**config.mk**
```make
export PLATFORM = sky130hd
export DESIGN_NAME = mem_stage
export DESIGN_NICKNAME = d
export VERILOG_FILES = /design/src/rtl/mem_stage_pkg.sv /design/src/rtl/mem_load_align.sv /design/src/rtl/mem_stage.sv
export SDC_FILE = /design/constraint.sdc
export NUM_CORES = 1
export LEC_CHECK = 0
export BUFFER_PORTS_ARGS = -buffer_cell sky130_fd_sc_hd__buf_4
export CAP_MARGIN = 20
export CORE_MARGIN = 2
export CORE_UTILIZATION = 40
export CTS_BUF_LIST = sky130_fd_sc_hd__clkbuf_8
export DETAILED_ROUTE_END_ITERATION = 12
export PLACE_DENSITY = 0.7
export SLEW_MARGIN = 5
export SYNTH_ARGS = -nofsm -noshare
export SYNTH_HDL_FRONTEND = slang
export SYNTH_SLANG_ARGS = --single-unit
```
**constraint.sdc**
```tcl
create_clock -name clk -period 6.12 [get_ports clk]
set_input_delay 0.612 -clock clk [delete_from_list [all_inputs] [get_ports clk]]
set_output_delay 0.612 -clock clk [all_outputs]
set_load 0.02 [all_outputs]
```
**src/rtl/mem_stage_pkg.sv**
```systemverilog
// Shared widths, stall encodings, load-op codes and the EX->MEM bus layout for the MEM stage.
package mem_stage_pkg;

    localparam int EX_TO_MEM_WD = 79;
    localparam int MEM_TO_WB_WD = 70;
    localparam int MEM_TO_ID_WD = 38;
    localparam int STALL_BUS    = 6;

    localparam logic STOP    = 1'b1;
    localparam logic NO_STOP = 1'b0;

    typedef enum logic [2:0] {
        LD_LW  = 3'b000,
        LD_LB  = 3'b001,
        LD_LBU = 3'b010,
        LD_LH  = 3'b011,
        LD_LHU = 3'b100
    } ld_op_e;

    typedef struct packed {
        logic [2:0]  ld_op;
        logic [31:0] pc;
        logic        ram_en;
        logic [3:0]  ram_wen;
        logic        sel_rf_res;
        logic        rf_we;
        logic [4:0]  rf_waddr;
        logic [31:0] ex_result;
    } ex_to_mem_t;

endpackage

```
**src/rtl/mem_load_align.sv**
```systemverilog
// Combinational load aligner: picks byte/halfword/word from a little-endian read word and extends it.
module mem_load_align
    import mem_stage_pkg::*;
(
    input  logic [31:0] rdata,
    input  logic [1:0]  off,
    input  logic [2:0]  ld_op,
    output logic [31:0] aligned_load
);

    logic [7:0]  byte_sel;
    logic [15:0] half_sel;

    always_comb begin
        byte_sel = rdata[7:0];
        case (off)
            2'd0: byte_sel = rdata[7:0];
            2'd1: byte_sel = rdata[15:8];
            2'd2: byte_sel = rdata[23:16];
            2'd3: byte_sel = rdata[31:24];
            default: byte_sel = rdata[7:0];
        endcase
        half_sel = off[1] ? rdata[31:16] : rdata[15:0];
    end

    // Unassigned op codes fall through to a full-word load.
    always_comb begin
        aligned_load = rdata;
        case (ld_op)
            LD_LB:   aligned_load = {{24{byte_sel[7]}}, byte_sel};
            LD_LBU:  aligned_load = {24'd0, byte_sel};
            LD_LH:   aligned_load = {{16{half_sel[15]}}, half_sel};
            LD_LHU:  aligned_load = {16'd0, half_sel};
            default: aligned_load = rdata;
        endcase
    end

endmodule

```
**src/rtl/mem_stage.sv**
```systemverilog
// MIPS MEM stage: EX->MEM register, SRAM read-data hold across stalls, load alignment, WB/ID buses.
// Optional misaligned-load detection is enabled by defining MEM_ALIGN_CHECK_EN.
module mem_stage
    import mem_stage_pkg::*;
(
    input  logic                    clk,
    input  logic                    rst,
    input  logic [STALL_BUS-1:0]    stall,
    input  logic [EX_TO_MEM_WD-1:0] ex_to_mem_bus,
    input  logic [31:0]             data_sram_rdata,
    output logic [MEM_TO_WB_WD-1:0] mem_to_wb_bus,
    output logic [MEM_TO_ID_WD-1:0] mem_to_id_bus,
    output logic                    mem_excp,
    output logic [31:0]             mem_badvaddr
);

    ex_to_mem_t  r_q, r_d;
    logic        hold_vld_q, hold_vld_d;
    logic [31:0] hold_data_q, hold_data_d;

    logic [31:0] rdata_eff;
    logic [31:0] aligned_load;
    logic [31:0] rf_wdata;
    logic        rf_we_out;

    always_comb begin
        r_d         = r_q;
        hold_vld_d  = hold_vld_q;
        hold_data_d = hold_data_q;
        if (stall[3] == STOP && stall[4] == NO_STOP) begin
            r_d         = '0;
            hold_vld_d  = 1'b0;
            hold_data_d = '0;
        end else if (stall[3] == NO_STOP) begin
            r_d         = ex_to_mem_t'(ex_to_mem_bus);
            hold_vld_d  = 1'b0;
            hold_data_d = '0;
        end else if (!hold_vld_q) begin
            // SRAM data is only valid in the first MEM cycle; keep it for the rest of the stall.
            hold_vld_d  = 1'b1;
            hold_data_d = data_sram_rdata;
        end
    end

    always_ff @(posedge clk) begin
        if (rst) begin
            r_q         <= '0;
            hold_vld_q  <= 1'b0;
            hold_data_q <= '0;
        end else begin
            r_q         <= r_d;
            hold_vld_q  <= hold_vld_d;
            hold_data_q <= hold_data_d;
        end
    end

    assign rdata_eff = hold_vld_q ? hold_data_q : data_sram_rdata;

    mem_load_align u_align (
        .rdata        (rdata_eff),
        .off          (r_q.ex_result[1:0]),
        .ld_op        (r_q.ld_op),
        .aligned_load (aligned_load)
    );

    assign rf_wdata = r_q.sel_rf_res ? aligned_load : r_q.ex_result;

`ifdef MEM_ALIGN_CHECK_EN
    logic misaligned;

    always_comb begin
        misaligned = 1'b0;
        case (r_q.ld_op)
            LD_LB, LD_LBU: misaligned = 1'b0;
            LD_LH, LD_LHU: misaligned = r_q.ex_result[0];
            default:       misaligned = (r_q.ex_result[1:0] != 2'b00);
        endcase
    end

    assign mem_excp     = r_q.sel_rf_res & misaligned;
    assign mem_badvaddr = mem_excp ? r_q.ex_result : 32'd0;
    assign rf_we_out    = r_q.rf_we & ~mem_excp;
`else
    assign mem_excp     = 1'b0;
    assign mem_badvaddr = 32'd0;
    assign rf_we_out    = r_q.rf_we;
`endif

    assign mem_to_wb_bus = {r_q.pc, rf_we_out, r_q.rf_waddr, rf_wdata};
    assign mem_to_id_bus = {rf_we_out, r_q.rf_waddr, rf_wdata};

    logic unused_bits;
    assign unused_bits = ^{r_q.ram_en, r_q.ram_wen, stall[5], stall[2:0]};

endmodule

```
# --- Yosys cells after proc, flatten, opt, wreduce, memory -nomap -nowiden ---
# Index checks and enable logic that the tools add are counted.
totals:
  reg_bits: 107
  elab_cells: 27
  output_inout_bits: 141
  input_bits: 119
classes:
  eq_ne: 7
  reduce_logical: 4
  n_bitwise: 2
  mux: 6
op_table:
  columns: ["op", "count"]
  rows:
  - ["one-hot mux 32 bit (4 select lines)", 1]
  - ["2-to-1 mux 32 bit", 2]
  - ["one-hot mux 8 bit (4 select lines)", 1]
  - ["2-to-1 mux 16 bit", 1]
  - ["== test 3 x 2 -> 1 bit, second input constant", 2]
  - ["== test 2 bit, second input constant", 2]
  - ["== test 3 x 1 -> 1 bit, second input constant", 1]
  - ["== test 3 bit, second input constant", 1]
  - ["OR reduction 3 bit", 1]
  - ["== test 2 x 1 -> 1 bit, second input constant", 1]
  - ["logical NOT 2 bit", 1]
  - ["inverter 1 bit", 2]
  - ["OR reduction 2 bit", 1]
  - ["logical AND 1 bit", 1]
  - ["2-to-1 mux 1 bit", 1]

# --- Longest topological paths before layout ---
# Gate-level depths: netlist of run 1.
logic_depth:
  ltp_word: 4
  mapped_depth: 8
  depth_no_buf: 5

# --- Modules after synthesis ---
# Synthesis of run 1 repeated with hierarchy kept, for this count alone.
unflattened:
  hier_cells: 679
  area_unflattened_um2: 6187.2
by_module_without_submodules:
  columns: ["mod", "area_per_inst_um2", "instances", "seq_area_each_um2", "cells_per_inst"]
  rows:
  - ["mem_stage", 5303.8, 1, 2142.1, 580]
  - ["mem_load_align", 883.3, 1, 0.0, 99]

# --- Least setup slack after synthesis of run 1 ---
# OpenSTA, ideal clock, no wires.
synth_path:
  path_kind: "input port to output port"
  from: "in data_sram_rdata[15]"
  to: "out mem_to_wb_bus[21]"
  stages: 7
  required_time_ns: 5.508
  t_arrival_ns: 2.334
  path_buffers: 2
  path_slack_ns: 3.174
  cell_sequence: "mux2_4 > mux4_2 > a21boi_4 > nand2_4 > buf_6 > o22a_1 > buf_4"
synth_between:
  elab_chain_cells: 4
  elab_cells_between_ends: 5
  cone_classes: "mux (5)"
synth_rtl:
  columns: ["element", "line", "source"]
  rows:
  - ["start, declared", "mem_stage.sv:10", "input logic [31:0] data_sram_rdata,"]
  - ["2-to-1 mux 32 bit (*)", null, null]
  - ["one-hot mux 8 bit (4 select lines) or 2-to-1 mux 16 bit (tied branches)", "mem_load_align.sv:16, mem_load_align.sv:23", null]
  - ["one-hot mux 32 bit (4 select lines) (*)", "mem_load_align.sv:29", "case (ld_op)"]
  - ["2-to-1 mux 32 bit (*)", "mem_stage.sv:66", "assign rf_wdata = r_q.sel_rf_res ? aligned_load : r_q.ex_result;"]
  - ["end, declared", "mem_stage.sv:11", "output logic [MEM_TO_WB_WD-1:0] mem_to_wb_bus,"]
# Mark *: on every way between the ends. The rest lies on a longest branch, timed or not.

# --- Worst setup path after layout of run 1 ---
layout_path:
  from: "reg hold_vld_q"
  to: "out mem_to_wb_bus[19]"
layout_between:
  elab_chain_cells: 4
  elab_cells_between_ends: 5
  cone_classes: "mux (5)"
layout_rtl:
  columns: ["element", "line", "source"]
  rows:
  - ["start, declared", "mem_stage.sv:18", "logic hold_vld_q, hold_vld_d;"]
  - ["start signal, assigned", "mem_stage.sv:52", "hold_vld_q <= hold_vld_d;"]
  - ["2-to-1 mux 32 bit (*)", null, null]
  - ["one-hot mux 8 bit (4 select lines) or 2-to-1 mux 16 bit (tied branches)", "mem_load_align.sv:16, mem_load_align.sv:23", null]
  - ["one-hot mux 32 bit (4 select lines) (*)", "mem_load_align.sv:29", null]
  - ["2-to-1 mux 32 bit (*)", "mem_stage.sv:66", null]
# Marks and branches as above.

==> results of run 1 <==
-- metal layers --
| metal | part of all wire (%) | track usage (%) | vias up |
|---|---|---|---|
| met5 | 0 | 0 | - |
| met4 | 1.8 | 7.33 | 0 |
| met3 | 9.1 | 5.95 | 20 |
| met2 | 48 | 31.8 | 178 |
| li1 | - | - | 2169 |
| met1 | 41 | 23.2 | 2065 |
-- area by class of cell --
cell class | count | share of cell area (%)
timing repair buffer | 222 | 24.6
tap | 180 | 3.32
sequential | 107 | 31.6
multi-input combinational | 393 | 37.2
inverter | 5 | 0.277
clock buffer | 11 | 2.23
clock inverter | 5 | 0.775
-- synthesized netlist by cell type, types with 4 or more instances --
| library cell | count | area (µm²) |
|---|---|---|
| a21oi_1 | 14 | 70.1 |
| buf_2 | 4 | 20.0 |
| nor2_1 | 138 | 518 |
| dfxtp_1 | 107 | 2140 |
| buf_1 | 8 | 30.0 |
| buf_4 | 109 | 818 |
| and3_1 | 4 | 25.0 |
| mux2i_1 | 108 | 1080 |
| nand2_1 | 21 | 78.8 |
| o22a_1 | 21 | 184 |
| o21ai_0 | 15 | 75.1 |
| inv_1 | 5 | 18.8 |
| clkbuf_1 | 25 | 93.8 |
-- sequential cells by signal, indices dropped and copies added (netlist names) --
signal         count
mem_to_id_bus      5
hold_vld_q         1
rf_we_out          1
mem_to_wb_bus     32
r_q               36
hold_data_q       32
-- through the flow --
stage	setup WS, ns	std cells
floorplan	3.17	653
global placement	2.96	907
detailed placement	2.93	907
CTS	2.71	923
global route	2.65	923
finish	2.77	923
-- power by group --
part / total, mW / internal (mW) / switching (mW)
sequential: 0.749 / 0.729 / 0.0202
combinational: 0.409 / 0.181 / 0.228
clock: 0.450 / 0.210 / 0.240
total: 1.61 / 1.12 / 0.488
-- cells by family after synthesis --
logic type,Yosys count
AND/OR/NAND/NOR,171
flip-flops,107
AO/OA/AOI/OAI,70
multiplexers,116
buffers and inverters,153
XOR/XNOR,3
other,1
-- path summary, 6_finish.rpt --
check	endpoint	slack, ns	cells past startpoint
worst max-delay path	mem_to_wb_bus[19]	2.77	6
worst min-delay path	r_q[19]$_SDFFE_PP0N_	0.45	3
worst max register to register	hold_data_q[28]$_SDFF_PP0_	4.47	3
worst min register to register	r_q[12]$_SDFFE_PP0N_	0.50	2
-- critical path, cell delays in order (launching register included) --
cell      delay [ns]
dfxtp_2         0.47
mux2_4          0.36
mux4_2          0.52
a21boi_4        0.33
nand2_4         0.21
o22a_1          0.29
buf_4           0.18
==> metrics.md, run 1 <==
| Metric | Value |
|---|---|
| # diodes | `0` |
| Synth Area in Compound Gates | `8.94%` |
| Largest family of logic cells by synthesized area | `multiplexers` |
| Clock Sinks | `approximately 110` |
| FF-to-FF Start | `hold_vld_q$_SDFF_PP0_` |
| Startpoint Class | `flop` |
| Cts repair resizes | `0` |
| Via count | `approximately 4.4k` |
| Worst skew pair latency | `0.38 ns` |
| Average cell area after synthesis | `8.92 µm²` |
| Pwr dens | `roughly 240 mW/mm²` |
| Peak supply drop | `0.114 mV` |
| Fin crit period | `approximately 3.4 ns` |
| I/O pins | `260` |
| Wirelength, routed | `14300 µm` |
| Max transition margin | `30.2%` |
| Max Freq | `0.298 GHz` |
| CTS Buffer Depth | `2` |
| Routed len/inst | `15.5 µm` |
| Fill cell count | `around 1.3k` |
| H-tree depth | `3` |
| Worst hold start | `ex_to_mem_bus[19]` |
| Via density | `roughly 4.8` |
| Final setup fails | `0` |
| Initial antenna violation count | `0` |
| Iter 0 DRT Violations | `210` |
| Post-synthesis adder-cell area fraction | `0%` |
| Pre-Repair DR Iteration Count | `4` |
| Worst setup path class | `flop to primary output` |
| Routed Antenna Nets | `0` |
| Die area | `0.0148 mm²` |
| Unrepaired setup endpoints after global routing | `no` |
| Post-synthesis instance total | `621` |
| Endpoints failing hold | `0` |
| Clk slew on worst S/H paths | `0.10 ns` |
| Final Cycle Share | `54.8%` |
| Final Core Density | `around half` |
| Seq cells post-synth | `107` |
| Xor and xnor area share after synthesis | `0.474%` |
| # Post-CTS Setup Buffers | `0` |
| Setup crit end kind | `primary output` |
| Post-synthesis cell type count | `40` |
| Leading cell type in the layout, fill and taps excluded | `buf_4` |
| GR Overflow Total | `0` |
| DP Area | `0.00658 mm²` |
| Req. time, crit path | `between 5 and 6 ns` |
| Synth Cell Area | `0.00554 mm²` |
| Clock Skew | `0.0107 ns` |
| GPL Wtd Cong | `0.830` |
| Register area | `0.00214 mm²` |
| Hold/Removal Path Class | `primary input to flop` |
| Chip Height | `122 µm` |
| Number of synthesized flops with an enable pin | `0` |
| Largest net degree at the start of global routing | `49` |
| Die X | `122 µm` |
| Final Instance Area | `0.00678 mm²` |
| TritonCTS clock tree | `built` |
| Setup TNS | `0 ns` |
| Total power | `1.61 mW` |
| PortBufs | `217` |
| Max Cap Viol | `0` |
| Area of the multi-input gates | `0.00252 mm²` |
| Nets | `857` |
| Status | `complete, no violations` |
| Fin Hold WS | `0.450 ns` |
| Area grow syn2layout | `22.4%` |
| Num rows | `43` |
| Worst EP arrival | `~2.7 ns` |
| Vias in the first global route | `4255` |
| Critical Path Fanout Max | `16` |
| # DRC | `0` |
| Top_reg_cell synth | `dfxtp_1` |
| Root Buffer | `clkbuf_8` |
| Commonest cells after routing, fill and taps aside | `222 x buf_4, 138 x nor2_1, 108 x mux2i_1, 106 x dfxtp_1, 33 x conb_1` |
| Synth warnings | `0` |
| Post-CTS Hold Buffers | `0` |
| Worst Tran Pin Value | `approximately 1.0 ns` |
| DPL Wire Length | `between 10000 and 15000 µm` |
| First-pass GRT wire length | `roughly 22000 µm` |
| Simple logic cell fraction of the synthesized area | `12.2%` |
| Asr flop ratio synth | `0%` |
| Initial Utilization | `40.4%` |
| Setup crit start | `hold_vld_q$_SDFF_PP0_` |
| Total CTS buffers | `9` |
| Static leakage | `3.28 nW` |
| GRT Total Usage | `19.1%` |
| Mux cell area share after synthesis | `21.5%` |
| Pins Over Slew Limit | `0` |
| CORE AREA | `roughly 0.014 mm²` |
| Sequential-to-total area share from yosys stat | `38.7%` |
| Fraction of layout cells with a size suffix above 1 | `33.6%` |
Power figures use the tool's default switching activity.
==> run 2: changes to the inputs <==
--- a/config.mk
+++ b/config.mk
@@ -11,7 +11,7 @@
 export CORE_UTILIZATION = 40
 export CTS_BUF_LIST = sky130_fd_sc_hd__clkbuf_8
 export DETAILED_ROUTE_END_ITERATION = 12
-export PLACE_DENSITY = 0.7
+export PLACE_DENSITY = 0.73
 export SLEW_MARGIN = 5
 export SYNTH_ARGS = -nofsm -noshare
 export SYNTH_HDL_FRONTEND = slang
==> constraint.sdc (replaced) <==
create_clock -name clk -period 2.96 [get_ports clk]
set_input_delay 0.296 -clock clk [delete_from_list [all_inputs] [get_ports clk]]
set_output_delay 0.296 -clock clk [all_outputs]
set_load 0.02 [all_outputs]
==> run 2 against run 1 <==
Net effect:
- non-clock buffer count rose by 5
- largest power group unchanged
- worst setup slack got worse by 2.6 ns
- via count fell by 2.0%
- cell count rose by 0.54%
- highest routed layer unchanged
- critical path depth did not move
- critical endpoint is now mem_to_id_bus[16]
- register-to-register slack got worse by 3.0 ns
- global-route usage fell by 0.11 points
- combinational power rose by 110%
==> metrics.md, run 2 (synthesis gave the netlist of run 1 again) <==
| Metric | Value |
|---|---|
| Critical Path Fanout Max | `16` |
| Slowest-stage cell, CP | `mux4_2` |
| Clock Sinks | `107` |
| Routed len/inst | `15.3 µm` |
| Reg2Reg Depth | `3` |
| Worst setup path class | `flop to primary output` |
| Num rows | `43` |
| # DRC | `0` |
| Req. time, crit path | `~2.7 ns` |
| Status | `complete, no violations` |
| Number of cells on the critical path | `6` |
| Startpoint Class | `flop` |
| Worst Tran Pin Value | `0.620 ns` |
| Largest register FFs | `36` |
| NetSw | `1.01 mW` |
| Nets | `roughly 860` |
| Worst path bufs/invs | `1` |
| Part of the power in combinational logic | `25.0%` |
| GR Overflow Total | `0` |
| Cell-internal power | `~2.4 mW` |
| Total CTS buffers | `9` |
| Final setup fails | `0` |
| Area grow syn2layout | `23.9%` |
| CP Cell Sequence | `mux2_4, mux4_2, a21boi_4, nand2_4, o22a_1, buf_4` |
| Worst skew pair latency | `0.38 ns` |
| R2r setup slk | `approximately 1.5 ns` |
| Peak supply drop | `0.249 mV` |
| PortBufs | `217` |
| I/O pins | `260` |
| Sequential share of power | `around 46%` |
| # Post-CTS Setup Buffers | `0` |
| Chip Height | `122 µm` |
| Die X | `around 120 µm` |
| Via density | `4.68` |
| Final Instance Area | `slightly below 0.007 mm²` |
| Pre-CTS setup slack | `between 0.5 and 0.6 ns` |
| Commonest cells after routing, fill and taps aside | `225 x buf_4, 137 x nor2_1, 108 x mux2i_1, 106 x dfxtp_1, 33 x conb_1` |
| Routed Antenna Nets | `0` |
| # diodes | `0` |
| GPL Wtd Cong | `roughly 0.86` |
| CP top delay family | `multiplexers` |
| Reg with most FFs | `r_q` |
| Leading cell type in the layout, fill and taps excluded | `buf_4` |
| DPL Wire Length | `10700 µm` |
| Max Freq | `0.358 GHz` |
| Setup TNS | `0 ns` |
| Root Buffer | `clkbuf_8` |
| Max transition margin | `58.7%` |
| GRT Total Usage | `between 10% and 20%` |
| Clk slew on worst S/H paths | `0.10 ns` |
| Unrepaired setup endpoints after global routing | `no` |
| TritonCTS clock tree | `built` |
| Max Cap Viol | `0` |
| CP peak stage delay | `about 0.52 ns` |
| Sw frac | `29.8%` |
| H-tree depth | `3` |
| Initial Utilization | `40.4%` |
| Vias in the first global route | `4165` |
| Setup crit start | `hold_vld_q$_SDFF_PP0_` |
| Final Cycle Share | `94.4%` |
| Via count | `between 4k and 5k` |
| Setup crit end kind | `primary output` |
| Clock power frac | `29.2%` |
| Pwr dens | `494 mW/mm²` |
| Endpoints failing hold | `0` |
| First-pass GRT wire length | `approximately 22000 µm` |
| Wirelength, routed | `14200 µm` |
| Pins Over Slew Limit | `0` |
| Die area | `0.0148 mm²` |
| Hold/Removal Path Class | `primary input to flop` |
| Reg2Reg Capture Point | `hold_data_q[25]$_SDFF_PP0_` |
| Static leakage | `3.33 nW` |
| Fraction of layout cells with a size suffix above 1 | `34.1%` |
| Initial antenna violation count | `0` |
| Iter 0 DRT Violations | `about 230` |
| Clock Skew | `0.00834 ns` |
| Worst EP arrival | `2.50 ns` |
| Fin crit period | `2.80 ns` |
| DP Area | `0.00663 mm²` |
| CTS Buffer Depth | `2` |
| CORE AREA | `0.0137 mm²` |
| Post-CTS Hold Buffers | `0` |
| Largest net degree at the start of global routing | `50` |
| Post-route setup slack | `0.165 ns` |
| Critical Path Sink | `mem_to_id_bus[16]` |
| FF-to-FF Start | `hold_vld_q$_SDFF_PP0_` |
| Cts repair resizes | `0` |
| Pre-Repair DR Iteration Count | `4` |
==> run 2: cell types whose count changed in the layout (fill, tap and decap cells not counted), sizes merged <==
cell | previous run | this run
clkinv | 3 | 2
inv | 6 | 7
bufinv | 1 | 2
clkbuf | 11 | 10
buf | 222 | 227
==> run 2: worst min path at each step <==
stage                              startpoint                              to  slack [ns]  depth (start not counted)
6_report                    ex_to_mem_bus[32]  mem_to_id_bus[32]$_SDFFE_PP0N_        0.14                          3
5_1_grt                     ex_to_mem_bus[36]  mem_to_id_bus[36]$_SDFFE_PP0N_        0.13                          3
4_1_cts                     ex_to_mem_bus[31]            r_q[31]$_SDFFE_PP0N_        0.12                          3
3_5_place_dp   mem_to_wb_bus[68]$_SDFFE_PP0N_  mem_to_wb_bus[68]$_SDFFE_PP0N_        0.49                          2
3_3_place_gp   mem_to_wb_bus[59]$_SDFFE_PP0N_  mem_to_wb_bus[59]$_SDFFE_PP0N_        0.48                          2
2_1_floorplan               ex_to_mem_bus[32]  mem_to_id_bus[32]$_SDFFE_PP0N_        0.44                          2
==> run 2: power by group through the flow <==
| stage | registers [mW] | logic (mW) | clock network [mW] |
|---|---|---|---|
| detailed placement | 1.58 | 0.851 | 0 |
| floorplan | 1.56 | 0.636 | 0 |
| CTS | 1.55 | 0.853 | 1.03 |
| global placement | 1.58 | 0.842 | 0 |
| finish | 1.55 | 0.850 | 0.992 |
| global route | 1.56 | 0.920 | 1.08 |
==> run 2: layout make-up <==
type                       count  area (µm²)
fill                        1328        6850
multi-input combinational    393        2540
sequential                   107        2150
timing repair buffer         227        1720
tap                          180         225
clock buffer                  10         138
clock inverter                 6        81.3
inverter                       5        18.8
==> run 2: metal layers <==
layer / GRT usage (%) / up-vias / share of wire [%]
met5: 0 / - / 0
met4: 6.68 / 0 / 1.7
met3: 6.04 / 16 / 8.2
met2: 30.1 / 151 / 47
met1: 24.4 / 2003 / 43
li1: - / 2174 / -
==> run 2: stage by stage <==
stage / utilization (%) / hold slack (ns) / cells / power [mW]
global placement: 48.3 / 0.475 / 912 / 2.42
detailed placement: 48.3 / 0.486 / 912 / 2.44
floorplan: - / 0.440 / 653 / 2.20
global route: 50.1 / 0.131 / 928 / 3.56
CTS: 49.9 / 0.117 / 928 / 3.44
finish: 50.1 / 0.143 / 928 / 3.39
==> run 2: worst min-delay path, cell delays in order <==
cell and delay, ns:
buf_4 0.08, mux2i_1 0.05, nor2_1 0.07
==> run 3: changes to the inputs <==
--- a/config.mk
+++ b/config.mk
@@ -12,6 +12,7 @@
 export CTS_BUF_LIST = sky130_fd_sc_hd__clkbuf_8
 export DETAILED_ROUTE_END_ITERATION = 12
 export PLACE_DENSITY = 0.73
+export SETUP_SLACK_MARGIN = 0.2
 export SLEW_MARGIN = 5
 export SYNTH_ARGS = -nofsm -noshare
 export SYNTH_HDL_FRONTEND = slang
==> run 3 against run 2 <==
Net effect:
- die area unchanged
- count of clock-buffer cells in the layout stayed put
- global-route usage is essentially flat
- sequential power hardly changed
- cell count is 0.65% higher
- fmax decreased by 1.4%
- non-clock buffer count rose by 5
- worst setup slack got worse by 0.040 ns
- final area is 3.0% higher
- first-iteration DRC count grew 1.3%
- via count up 1.4%
- largest cell class unchanged
- largest power group unchanged
==> metrics.md, run 3 (synthesis gave the netlist of run 1 again) <==
| Metric | Value |
|---|---|
| Status | `complete, no violations` |
| Vias in the first global route | `4178` |
| Largest register FFs | `36` |
| TritonCTS clock tree | `built` |
| Worst EP arrival | `2.54 ns` |
| # diodes | `0` |
| R2r setup slk | `1.48 ns` |
| Pre-Repair DR Iteration Count | `4` |
| CTS Buffer Depth | `2` |
| Wirelength, routed | `14500 µm` |
| Slowest-stage cell, CP | `mux4_2` |
| I/O pins | `260` |
| Met1 usage | `between 20 and 25%` |
| GPL Wtd Cong | `between 0.8 and 0.9` |
| Pins Over Slew Limit | `0` |
| Register area | `roughly 0.0021 mm²` |
| Largest net degree at the start of global routing | `50` |
| Max Cap Viol | `0` |
| GR Overflow Total | `0` |
| Req. time, crit path | `approximately 2.7 ns` |
| Fraction of layout cells with a size suffix above 1 | `approximately 36%` |
| Worst setup path class | `flop to primary output` |
| GRT Total Usage | `19.0%` |
| Hold/Removal Path Class | `primary input to flop` |
| Hold path cells | `3` |
| Die area | `0.0148 mm²` |
| Total CTS buffers | `9` |
| Setup crit start | `hold_vld_q$_SDFF_PP0_` |
| Nets | `868` |
| Reg with most FFs | `r_q` |
| Num rows | `43` |
| Sw frac | `30.0%` |
| Pwr dens | `487 mW/mm²` |
| Max transition margin | `46.6%` |
| Static leakage | `between 3 and 4 nW` |
| Total power | `3.45 mW` |
| Worst skew pair latency | `0.38 ns` |
| Die X | `around 120 µm` |
| GRT met2 Usage | `30.1%` |
| Clock Skew | `0.00786 ns` |
| Part of the power in combinational logic | `26.0%` |
| Critical Path Fanout Max | `8` |
| Clock Sinks | `107` |
| Critical Path Sink | `mem_to_id_bus[17]` |
| Setup TNS | `0 ns` |
| Sequential share of power | `approximately 45%` |
| Final setup fails | `0` |
| Final Cycle Share | `a little over nine tenths` |
| Unrepaired setup endpoints after global routing | `yes` |
| Chip Height | `122 µm` |
| Setup crit end kind | `primary output` |
| # DRC | `0` |
| Startpoint Class | `flop` |
| Via count | `4403` |
| Routed len/inst | `about 16 µm` |
| Peak supply drop | `between 0.2 and 0.25 mV` |
| GR Layer Usage met3 | `roughly 6%` |
| H-tree depth | `3` |
| Iter 0 DRT Violations | `231` |
| CP peak stage delay | `0.52 ns` |
| Fill cell count | `1313` |
| Area grow syn2layout | `27.7%` |
| Reg2Reg Capture Point | `hold_data_q[25]$_SDFF_PP0_` |
| Initial Utilization | `40.4%` |
| Via density | `4.71` |
| Fin crit period | `2.84 ns` |
| Root Buffer | `clkbuf_8` |
| PortBufs | `217` |
| Commonest cells after routing, fill and taps aside | `213 x buf_4, 137 x nor2_1, 107 x mux2i_1, 106 x dfxtp_1, 33 x conb_1` |
| Clock power frac | `roughly 29%` |
| Max Freq | `0.353 GHz` |
| Clk slew on worst S/H paths | `0.10 ns` |
| Area of the multi-input gates | `0.00264 mm²` |
| First-pass GRT wire length | `21900 µm` |
| Endpoints failing hold | `0` |
| Leading cell type in the layout, fill and taps excluded | `buf_4` |
| Cell-internal power | `2.41 mW` |
| FF-to-FF Start | `hold_vld_q$_SDFF_PP0_` |
| NetSw | `just over 1 mW` |
| Reg2Reg Depth | `3` |
| Initial antenna violation count | `0` |
| CP Cell Sequence | `mux2_4, mux4_2, a21boi_4, buf_12, nand2_8, o22a_4, buf_6` |
| Global routing's busiest layer | `met2` |
| Routed Antenna Nets | `0` |
| Worst Tran Pin Value | `roughly 0.8 ns` |
| CORE AREA | `0.0137 mm²` |
| Post-CTS Hold Buffers | `0` |
| DPL Wire Length | `10700 µm` |
-- run 3: cell count changes in the layout (fill, tap and decap cells not counted), moves of 4 or more --
cell,change
o22a_4,+6
buf_4,-12
o21ai_1,+4
o21ai_0,-4
buf_6,+16
o22a_1,-6
-- run 3: through the flow --
stage	instance area [µm²]	hold WS, ns	util (%)	setup slack [ns]	cells
finish	7080	0.140	51.6	0.125	934
global placement	6630	0.475	48.3	0.541	912
CTS	6860	0.117	50.0	0.157	928
floorplan	5660	0.440	-	0.472	653
detailed placement	6630	0.486	48.3	0.538	912
global route	7080	0.130	51.6	0.0561	934
-- run 3: critical path: cells and delay by family (launching register included) --
family	cells	cell delay, ns
buf+inv	2	0.27
compound gates	2	0.48
mux	2	0.87
flops	1	0.44
simple gates	1	0.08
-- run 3: timing repair --
item,in CTS,in global routing
endpoints found under the setup margin,58,56
pin swaps,2,16
hold endpoints to repair,0,0
buffers inserted,0,5
gates resized for setup,3,35
cloned,0,1
-- run 3: routing by layer --
layer  routed length [µm]  share of wire [%]  vias up
li1                     -                  -     2193
met1                 6320                 43     2039
met2                 6780                 47      155
met3                 1200                8.3       16
met4                  239                1.6        0
met5                    0                  0        -
-- run 3: power by group through the flow --
stage               Clock [mW]  Combinational [mW]  Sequential (mW)
finish                   0.999               0.896             1.55
global route              1.08               0.965             1.56
CTS                       1.03               0.856             1.55
detailed placement           0               0.851             1.58
global placement             0               0.842             1.58
floorplan                    0               0.636             1.56
-- run 3: worst min path at each step --
stage / from / endpoint / slack (ns)
after floorplan: ex_to_mem_bus[32] / mem_to_id_bus[32]$_SDFFE_PP0N_ / 0.44
after global placement: mem_to_wb_bus[59]$_SDFFE_PP0N_ / mem_to_wb_bus[59]$_SDFFE_PP0N_ / 0.48
after detailed placement: mem_to_wb_bus[68]$_SDFFE_PP0N_ / mem_to_wb_bus[68]$_SDFFE_PP0N_ / 0.49
after CTS: ex_to_mem_bus[31] / r_q[31]$_SDFFE_PP0N_ / 0.12
after global routing: ex_to_mem_bus[36] / mem_to_id_bus[36]$_SDFFE_PP0N_ / 0.13
final: ex_to_mem_bus[3] / r_q[3]$_SDFFE_PP0N_ / 0.14
-- run 3: layout make-up --
type / count / share of cell area (%)
multi-input cells: 394 / 37.3
flip-flops and latches: 107 / 30.3
repair buffers: 232 / 25.9
well taps: 180 / 3.18
clock buffers: 10 / 1.94
clock inverters: 6 / 1.15
inverters: 5 / 0.265
